--- src/rtl/debug_trace_buffer_pkg.sv ---
// Shared types for the retire-trace capture block: record layout, capture mode
// and capture FSM states.
package debug_trace_buffer_pkg;

  // Recorded tick is held at a fixed width; the counter width is a parameter of the top.
  localparam int TRACE_TICK_W = 32;

  typedef logic [31:0] InstAddr;
  typedef logic [31:0] Inst;
  typedef logic [31:0] DataAddr;
  typedef logic [31:0] Data;
  typedef logic [4:0]  GPRAddr;
  typedef logic [1:0]  DataAccess;

  typedef enum logic {
    WRAP    = 1'b0,
    ONESHOT = 1'b1
  } TraceMode;

  typedef enum logic [1:0] {
    IDLE    = 2'd0,
    ARMED   = 2'd1,
    CAPTURE = 2'd2,
    STOPPED = 2'd3
  } TraceState;

  typedef struct packed {
    logic [TRACE_TICK_W-1:0] tick;
    InstAddr                 pc;
    Inst                     inst;
    logic                    regWr;
    GPRAddr                  regAddr;
    Data                     regData;
    logic                    memWr;
    DataAddr                 memAddr;
    DataAccess               memAccess;
    Data                     memData;
  } TraceEntry;

  localparam int TRACE_ENTRY_W = $bits(TraceEntry);

endpackage

--- src/rtl/trace_fifo.sv ---
// First-word-fall-through FIFO with optional overwrite-oldest on full and a
// synchronous flush. Only pointers and occupancy are reset; storage is not.
module trace_fifo #(
  parameter int WIDTH = 8,
  parameter int DEPTH = 16
) (
  input  logic                   clk,
  input  logic                   rst_n,
  input  logic                   clr,
  input  logic                   wr_en,
  input  logic                   overwrite,
  input  logic [WIDTH-1:0]       wr_data,
  input  logic                   rd_ready,
  output logic                   rd_valid,
  output logic [WIDTH-1:0]       rd_data,
  output logic [$clog2(DEPTH):0] count
);

  localparam int AW = $clog2(DEPTH);
  localparam int CW = AW + 1;

  logic [WIDTH-1:0] mem_r [DEPTH];
  logic [AW-1:0]    wr_ptr_r;
  logic [AW-1:0]    rd_ptr_r;
  logic [CW-1:0]    count_r;
  logic             full_s;
  logic             empty_s;
  logic             do_read_s;
  logic             do_write_s;
  logic             pop_s;

  // Transfer decode; a write into a full FIFO with no read either drops the oldest or is refused
  always_comb begin
    full_s     = (count_r == CW'(DEPTH));
    empty_s    = (count_r == {CW{1'b0}});
    do_read_s  = rd_ready & ~empty_s;
    do_write_s = wr_en & (~full_s | do_read_s | overwrite);
    pop_s      = do_read_s | (wr_en & full_s & ~do_read_s & overwrite);
  end

  // Pointer and occupancy state
  always_ff @(posedge clk or negedge rst_n) begin
    if (!rst_n) begin
      wr_ptr_r <= {AW{1'b0}};
      rd_ptr_r <= {AW{1'b0}};
      count_r  <= {CW{1'b0}};
    end else if (clr) begin
      wr_ptr_r <= {AW{1'b0}};
      rd_ptr_r <= {AW{1'b0}};
      count_r  <= {CW{1'b0}};
    end else begin
      if (do_write_s) begin
        wr_ptr_r <= wr_ptr_r + AW'(1);
      end
      if (pop_s) begin
        rd_ptr_r <= rd_ptr_r + AW'(1);
      end
      case ({do_write_s, pop_s})
        2'b10:   count_r <= count_r + CW'(1);
        2'b01:   count_r <= count_r - CW'(1);
        default: count_r <= count_r;
      endcase
    end
  end

  // Storage write port
  always_ff @(posedge clk) begin
    if (do_write_s && !clr) begin
      mem_r[wr_ptr_r] <= wr_data;
    end
  end

  assign rd_valid = ~empty_s;
  assign rd_data  = mem_r[rd_ptr_r];
  assign count    = count_r;

endmodule

--- src/rtl/debug_trace_buffer.sv ---
// Retire-trace capture: free-running tick, armed/PC-triggered capture FSM,
// halt detection and a FWFT record FIFO drained over a valid/ready port.
module debug_trace_buffer
  import debug_trace_buffer_pkg::*;
#(
  parameter int          DEPTH      = 16,
  parameter int          TICK_WIDTH = 32,
  parameter logic [31:0] HALT_INST  = 32'h0000006F
) (
  input  logic                   i_clock,
  input  logic                   i_reset,
  input  logic                   i_stall,
  output logic [TICK_WIDTH-1:0]  o_tick,
  input  logic [TICK_WIDTH-1:0]  i_tick,
  input  logic                   i_isValid,
  input  InstAddr                i_pc,
  input  Inst                    i_inst,
  input  GPRAddr                 i_regWrAddr,
  input  logic                   i_regWrEnable,
  input  Data                    i_regWrData,
  input  DataAddr                i_memWrAddr,
  input  logic                   i_memWrEnable,
  input  DataAccess              i_memAccess,
  input  Data                    i_memWrData,
  input  TraceMode               i_mode,
  input  logic                   i_arm,
  input  logic                   i_trigEnable,
  input  InstAddr                i_trigPc,
  input  logic                   i_stop,
  input  logic                   i_clear,
  output logic                   o_rdValid,
  input  logic                   i_rdReady,
  output TraceEntry              o_rdEntry,
  output logic [$clog2(DEPTH):0] o_count,
  output logic                   o_overflow,
  output logic                   o_halted,
  output TraceState              o_state
);

  localparam int CW = $clog2(DEPTH) + 1;

  logic [TICK_WIDTH-1:0] tick_r;
  TraceState             state_r;
  TraceState             state_next_s;
  logic                  overflow_r;
  logic                  halted_r;
  logic                  halt_s;
  logic                  trig_hit_s;
  logic                  capture_s;
  logic                  full_s;
  logic                  do_read_s;
  logic                  blocked_s;
  logic                  wr_en_s;
  logic                  rd_valid_s;
  logic [CW-1:0]         count_s;
  TraceEntry             entry_s;
  TraceEntry             rd_data_s;

  // Free-running tick, frozen while the pipeline stalls
  always_ff @(posedge i_clock or negedge i_reset) begin
    if (!i_reset) begin
      tick_r <= {TICK_WIDTH{1'b0}};
    end else if (!i_stall) begin
      tick_r <= tick_r + TICK_WIDTH'(1);
    end else begin
      tick_r <= tick_r;
    end
  end

  // Capture qualification; blocked_s marks a record arriving at a full FIFO with no read to make room
  always_comb begin
    halt_s     = i_isValid & (i_inst == HALT_INST);
    trig_hit_s = i_isValid & i_trigEnable & (i_pc == i_trigPc);
    full_s     = (count_s == CW'(DEPTH));
    do_read_s  = i_rdReady & rd_valid_s;
    case (state_r)
      CAPTURE: capture_s = i_isValid & ~i_clear;
      ARMED:   capture_s = trig_hit_s & ~i_clear;
      default: capture_s = 1'b0;
    endcase
    blocked_s = capture_s & full_s & ~do_read_s;
    if (i_mode == ONESHOT) begin
      wr_en_s = capture_s & ~blocked_s;
    end else begin
      wr_en_s = capture_s;
    end
  end

  // Record packing; register writes to x0 are not reported
  always_comb begin
    entry_s           = '0;
    entry_s.tick      = TRACE_TICK_W'(i_tick);
    entry_s.pc        = i_pc;
    entry_s.inst      = i_inst;
    entry_s.regWr     = i_regWrEnable & (i_regWrAddr != 5'd0);
    entry_s.regAddr   = i_regWrAddr;
    entry_s.regData   = i_regWrData;
    entry_s.memWr     = i_memWrEnable;
    entry_s.memAddr   = i_memWrAddr;
    entry_s.memAccess = i_memAccess;
    entry_s.memData   = i_memWrData;
  end

  // Capture FSM state register
  always_ff @(posedge i_clock or negedge i_reset) begin
    if (!i_reset) begin
      state_r <= IDLE;
    end else begin
      state_r <= state_next_s;
    end
  end

  // Capture FSM next state: clear, then stop/halt/oneshot-full, then arm
  always_comb begin
    state_next_s = state_r;
    if (i_clear) begin
      state_next_s = IDLE;
    end else begin
      case (state_r)
        IDLE: begin
          if (i_arm) begin
            state_next_s = ARMED;
          end else begin
            state_next_s = IDLE;
          end
        end
        ARMED: begin
          if (!i_trigEnable) begin
            state_next_s = CAPTURE;
          end else if (trig_hit_s) begin
            state_next_s = halt_s ? STOPPED : CAPTURE;
          end else begin
            state_next_s = ARMED;
          end
        end
        CAPTURE: begin
          if (i_stop || halt_s || (blocked_s && (i_mode == ONESHOT))) begin
            state_next_s = STOPPED;
          end else begin
            state_next_s = CAPTURE;
          end
        end
        STOPPED: state_next_s = STOPPED;
        default: state_next_s = IDLE;
      endcase
    end
  end

  // Sticky overflow and halt flags
  always_ff @(posedge i_clock or negedge i_reset) begin
    if (!i_reset) begin
      overflow_r <= 1'b0;
      halted_r   <= 1'b0;
    end else if (i_clear) begin
      overflow_r <= 1'b0;
      halted_r   <= 1'b0;
    end else begin
      overflow_r <= overflow_r | blocked_s;
      halted_r   <= halted_r | halt_s;
    end
  end

  trace_fifo #(
    .WIDTH (TRACE_ENTRY_W),
    .DEPTH (DEPTH)
  ) u_fifo (
    .clk       (i_clock),
    .rst_n     (i_reset),
    .clr       (i_clear),
    .wr_en     (wr_en_s),
    .overwrite (i_mode == WRAP),
    .wr_data   (entry_s),
    .rd_ready  (i_rdReady),
    .rd_valid  (rd_valid_s),
    .rd_data   (rd_data_s),
    .count     (count_s)
  );

  assign o_tick     = tick_r;
  assign o_rdValid  = rd_valid_s;
  assign o_rdEntry  = rd_data_s;
  assign o_count    = count_s;
  assign o_overflow = overflow_r;
  assign o_halted   = halted_r;
  assign o_state    = state_r;

endmodule

--- config.mk ---
export PLATFORM = sky130hd
export DESIGN_NAME = debug_trace_buffer
export DESIGN_NICKNAME = d
export VERILOG_FILES = /design/src/rtl/debug_trace_buffer_pkg.sv /design/src/rtl/trace_fifo.sv /design/src/rtl/debug_trace_buffer.sv
export SDC_FILE = /design/constraint.sdc
export NUM_CORES = 2
export LEC_CHECK = 0
export BUFFER_PORTS_ARGS = -buffer_cell sky130_fd_sc_hd__buf_2
export CORE_AREA = 2 2 442 488
export CTS_CLUSTER_DIAMETER = 30
export DETAILED_ROUTE_END_ITERATION = 12
export DIE_AREA = 0 0 444 490
export HOLD_SLACK_MARGIN = 0.02
export PLACE_DENSITY_LB_ADDON = 0.05
export SYNTH_ARGS = -nofsm -noshare
export SYNTH_HDL_FRONTEND = slang
export SYNTH_HIERARCHICAL = 1
export SYNTH_SLANG_ARGS = --single-unit
--- constraint.sdc ---
create_clock -name i_clock -period 16.5 [get_ports i_clock]
set_input_delay 1.65 -clock i_clock [delete_from_list [all_inputs] [get_ports i_clock]]
set_output_delay 1.65 -clock i_clock [all_outputs]
set_load 0.01 [all_outputs]
# Word level (Yosys, flattened, before mapping)
# Memory sizes are Yosys's and may differ from the RTL's.
# Cells that the tools add are included.
# totals
reg_bits,49
latch_bits,0
mem_bits_rw,3216
rom_bits,0
input_bits,243
output_inout_bits,243
word_cells,76
memories,1
# op_classes
add_sub_neg,5
multipliers,0
n_div,0
n_lt_le_gt_ge,0
eq_ne,8
n_shift,0
n_mux,19
n_bitwise,25
reduce_logical,11
# memory_table
memory,depth,width,read_ports,rd_ports_with_merged_regs,wr,line_no,source
u_fifo.mem_r,16,201,1,0,1,trace_fifo.sv:22,logic [WIDTH-1:0] mem_r [DEPTH];
# ops
cell,count
$add A32 B1 Y32 const B,1
$eq A32 B32 Y1,1
$eq A32 B7 Y1 const B,1
$mux W4,4
$and A1 B1 Y1,14
$pmux W5 S2,1
$add A4 B1 Y4 const B,2
$mux W1,8
$pmux W2 S4,1
$eq A2 B2 Y1 const B,3
$mux W2,3
$not A1 Y1,6
$add A5 B1 Y5 const B,1
$eq A5 B5 Y1 const B,1
$logic_not A5 Y1,1
$mux W5,1
$or A1 B1 Y1,5
$reduce_bool A5 Y1,1
$sub A5 B1 Y5 const B,1
$eq A2 B1 Y1 const B,2
$reduce_bool A2 Y1,2
$reduce_bool A3 Y1,1
$logic_and A1 B1 Y1,2
$logic_not A2 Y1,1
other kinds (3),4

# Depth between registers and ports, before layout
# logic_depth
ltp_word,16
ltp_mapped,15
depth_no_buf,15

# By module
# Netlist, hierarchy kept.
# modules_own_cells
module,n_inst,cells_per_inst,area_each_um2,seq_area_each_um2
trace_fifo,1,6071,124912.3,96897.9
debug_trace_buffer,1,216,2195.9,900.9

# Worst setup path before layout
# No wires, ideal clock.
# synth_timing
path_kind,in2reg
start,input i_trigPc[19]
end,memory u_fifo/mem_r[15][0] (netlist bit) (enable)
setup_ns,0.766
arrival_time_ns,12.131
required_time_ns,15.734
path_slack_ns,3.603
path_stages,10
n_path_buf,0
path_cell_list,xor2_1 -> nor4_1 -> nand4_1 -> nor3_2 -> nor2_1 -> a2111oi_2 -> inv_1 -> a31oi_2 -> nand2_1 -> nor2_1
# synth_between
elab_chain_len,13
# synth_lines
item,line_no,source
start: declaration,debug_trace_buffer.sv:28,"input InstAddr i_trigPc,"
$eq A32 B32 Y1 *,debug_trace_buffer.sv:73,trig_hit_s = i_isValid & i_trigEnable & (i_pc == i_trigPc);
$and A1 B1 Y1 *,debug_trace_buffer.sv:73,
$and A1 B1 Y1 *,debug_trace_buffer.sv:78,ARMED: capture_s = trig_hit_s & ~i_clear;
$pmux W1 S2 *,debug_trace_buffer.sv:76,case (state_r)
$and A1 B1 Y1 (2 in a row),debug_trace_buffer.sv:81,blocked_s = capture_s & full_s & ~do_read_s;
$not A1 Y1,debug_trace_buffer.sv:83,wr_en_s = capture_s & ~blocked_s;
$and A1 B1 Y1,debug_trace_buffer.sv:83,
$mux W1 *,debug_trace_buffer.sv:82,if (i_mode == ONESHOT) begin
net wr_en_s,debug_trace_buffer.sv:53,logic wr_en_s;
$and A1 B1 Y1 *,trace_fifo.sv:37,do_write_s = wr_en & (~full_s | do_read_s | overwrite);
$logic_and A1 B1 Y1 *,trace_fifo.sv:68,if (do_write_s && !clr) begin
$mux W1 *,trace_fifo.sv:68,
$mux W1 (implied by the code) *,trace_fifo.sv:69,mem_r[wr_ptr_r] <= wr_data;
end: declaration,trace_fifo.sv:22,
# The timed path passes the listed nets; every way through them passes the cells marked *.

# Worst setup path after layout
# layout_timing
start,input i_pc[0]
end,memory u_fifo/mem_r[11][97] (netlist bit) (enable)
# layout_between
elab_chain_len,13
# layout_lines
item,line_no,source
start: declaration,debug_trace_buffer.sv:16,"input InstAddr i_pc,"
$eq A32 B32 Y1 *,debug_trace_buffer.sv:73,
$and A1 B1 Y1 *,debug_trace_buffer.sv:73,
$and A1 B1 Y1 *,debug_trace_buffer.sv:78,
$pmux W1 S2 *,debug_trace_buffer.sv:76,
$and A1 B1 Y1 (2 in a row),debug_trace_buffer.sv:81,
$not A1 Y1,debug_trace_buffer.sv:83,
$and A1 B1 Y1,debug_trace_buffer.sv:83,
$mux W1 *,debug_trace_buffer.sv:82,
net wr_en_s,debug_trace_buffer.sv:53,
$and A1 B1 Y1 *,trace_fifo.sv:37,
$logic_and A1 B1 Y1 *,trace_fifo.sv:68,
$mux W1 *,trace_fifo.sv:68,
$mux W1 (implied by the code) *,trace_fifo.sv:69,
# Marked as above.

==> results.ini <==
[sta]
max_freq_ghz=0.1247
setup_viol=0
slew_viol_final=0
fin_skew_ps=46.97
hold_viol=0
period_needed_ps=8016
rsz0062_at_grt=false
period_share_pct=48.58
worst_pin_slew_ps=1305
tns_ps=0
max_slew_margin_pct=13.00

[floorplan]
die_w_um=444
die_h_um=490
floorplan.rows=178
coreArea_sq_mm=0.2127
ios=486
floorplan.initialDensity_pct=59.76
dieArea_sq_mm=0.2176

[place]
gp_congestion=0.7880
place.detailed.hpwl_mm=152.7
io_buffers=485
place_area_sq_mm=0.1324

[worst_setup_path]
start_kind=input port
crit_arrival_ps=8560
end_kind=flop
cp.required_ps=17050
crit_fanout=53
crit_type=in2reg

[clock_tree]
cts-buffers-inserted=584
cts_tree=built
cts.reportedPaths.clkPinSlew_ps=40
cts_sinks=3265
ctsHoldBuffers=0
root_buffer=clkbuf_16
cts.repair.resized=0
clk_latency_ps=960
htree_num_levels=6
cts_buffer_depth=4
postCtsSetupBuffers=0

[power]
peakVddDrop_mv=0.1524
power_per_cell_area_mw_per_mm2=158.6
p_leak_uw=0.04944

[min_path]
hold_class=reg2reg

[cells_and_area]
layout-drive-gt1-share_pct=30.64
final_nets=7380
syn_to_final_growth_pct=19.20
final_cell_area_sq_mm=0.1515

[logic_synthesis]
synth.most_common_cell=edfxtp_1
syn_inst=6287
synth_edf_count=3216
synthFlopType=edfxtp_1
synth_seq_area_share_pct=76.94
yosysTopAreaCell=edfxtp_1
synth.distinct_cells=60
synth_top_area_share_pct=75.98
synthesis.area_sq_mm=0.1271
ys_top_cells_by_area=edfxtp_1, mux4_2, mux2i_1
synth.top_cells.by_count=edfxtp_1, mux2i_1, mux4_2, o21ai_0, nand2_1
ys_ff_latch=3265
synth_warnings=6
async_flop_share_pct=1.501
avgSynthCellArea_sq_um=20.22
syn-num-nets=6544

[global_route]
grt_antenna_before_repair=62
grt_pass1_vias=68010
grt_pass1_wl_mm=451.3
overflow=0
grt_max_degree=139
grtUsageTotal_pct=28.29

[run_status]
status=finished clean

[drt]
final_antenna_net_count=0
dr.pass1.iters=7
vias=65750
drt-initial-drc-count=6330
avgViaCountPerCell=6.337
wire_per_inst_um=29.74
drc=0
postRouteWirelength_mm=308.6

[run]
max-cap-violations=0

routing by layer:
| metal | track usage [%] | part of all wire (%) | vias to the layer above |
|---|---|---|---|
| met5 | 0 | 0.089 | - |
| met4 | 9.932 | 2.9 | 44 |
| met3 | 5.249 | 6.7 | 581 |
| met2 | 45.95 | 50 | 2521 |
| met1 | 38.94 | 41 | 34710 |
| li1 | - | - | 27900 |
report_power, final:
group          total, uW  internal, uW  switching, uW
clock              11600          7650           3910
sequential          9220          9150           72.3
combinational       3240          1500           1740
total              24000         18300           5720
layout by cell type (no fill, tap or decap), types with 16 or more instances in the layout:
master	n
clkinvlp_4	54
o21ai_1	71
mux2_2	201
nand2_1	225
edfxtp_1	3216
o21ai_0	332
inv_1	16
nor2_1	28
xor2_1	40
a221oi_2	195
nor2_4	16
xnor2_1	32
clkinv_4	31
clkbuf_16	602
clkbuf_1	63
inv_6	31
buf_2	485
clkinv_1	84
mux4_2	405
bufinv_16	64
a21oi_1	205
dfrtp_1	45
buf_4	89
mux2i_1	603
a22oi_1	200
clkinv_2	94
cell type report:
cell class | count | area [sq um]
Clock buffer | 667 | 15330
Timing Repair Buffer | 589 | 3396
Antenna cell | 15 | 37.54
Sequential cell | 3265 | 97810
Multi-Input combinational cell | 2667 | 27610
Inverter | 16 | 60.06
Fill cell | 12940 | 61170
Tap cell | 2790 | 3491
Clock inverter | 367 | 3782
worst paths after layout:
path / startpoint / to / slack, ps / cells after the start
worst max-delay path: i_pc[0] / u_fifo/mem_r[11][97]$_DFFE_PP_ / 8480 / 14
worst min-delay path: o_tick[31]$_DFFE_PN0N_ / o_tick[31]$_DFFE_PN0N_ / 470 / 1
worst max register to register: u_fifo/count[1]$_DFFE_PN0P_ / u_fifo/mem_r[11][97]$_DFFE_PP_ / 9950 / 13
worst min register to register: o_tick[31]$_DFFE_PN0N_ / o_tick[31]$_DFFE_PN0N_ / 470 / 1
max in group asynchronous: i_reset / u_fifo/rd_ptr_r[0]$_DFFE_PN0P_ / 15000 / 2
min in group asynchronous: i_reset / o_tick[23]$_DFFE_PN0N_ / 880 / 2
stage by stage:
step	total power (uW)	setup slack (ps)	hold WS (ps)	cells	util, %
2_1_floorplan	11800	3603	503.9	6287	-
3_3_place_gp	12620	7579	455.0	9327	62.24
3_5_place_dp	12640	7503	459.2	9327	62.24
4_1_cts	24200	8414	469.0	10360	71.22
5_1_grt	24760	8128	485.9	10370	71.23
6_report	24020	8484	472.1	10380	71.24
sequential cells by signal (all words and copies together), names as in the netlist:
name             flops
o_halted             1
o_overflow           1
o_state              2
o_tick              32
u_fifo/count         5
u_fifo/mem_r      3216
u_fifo/rd_ptr_r      4
u_fifo/wr_ptr_r      4
cell families (layout without fill, tap and decap cells):
kind of cell             count (synthesis)  count (layout)  share of synthesized area, %
adder cells (fa/ha/maj)                 14              14                        0.1437
multiplexers                          1209            1209                         13.71
other                                    0              15                             0
flip-flops                            3265            3265                         76.94
AO/OA/AOI/OAI                         1024            1024                         6.030
AND/OR/NAND/NOR                        348             348                         1.238
XOR/XNOR                                72              72                        0.4961
buffers and inverters                  355            1639                         1.445
worst max-delay path: stages:
cell and delay [ps]:
buf_2 260, xor2_1 320, nor3_1 540, nand3_1 160, nor3_2 540, nor2_1 130, a2111oi_2 710, inv_1 130
a31oi_2 430, nand2_1 370, nor2_4 850, buf_4 960, buf_4 620, buf_4 750
No activity file was read; power rests on OpenSTA's default activity.
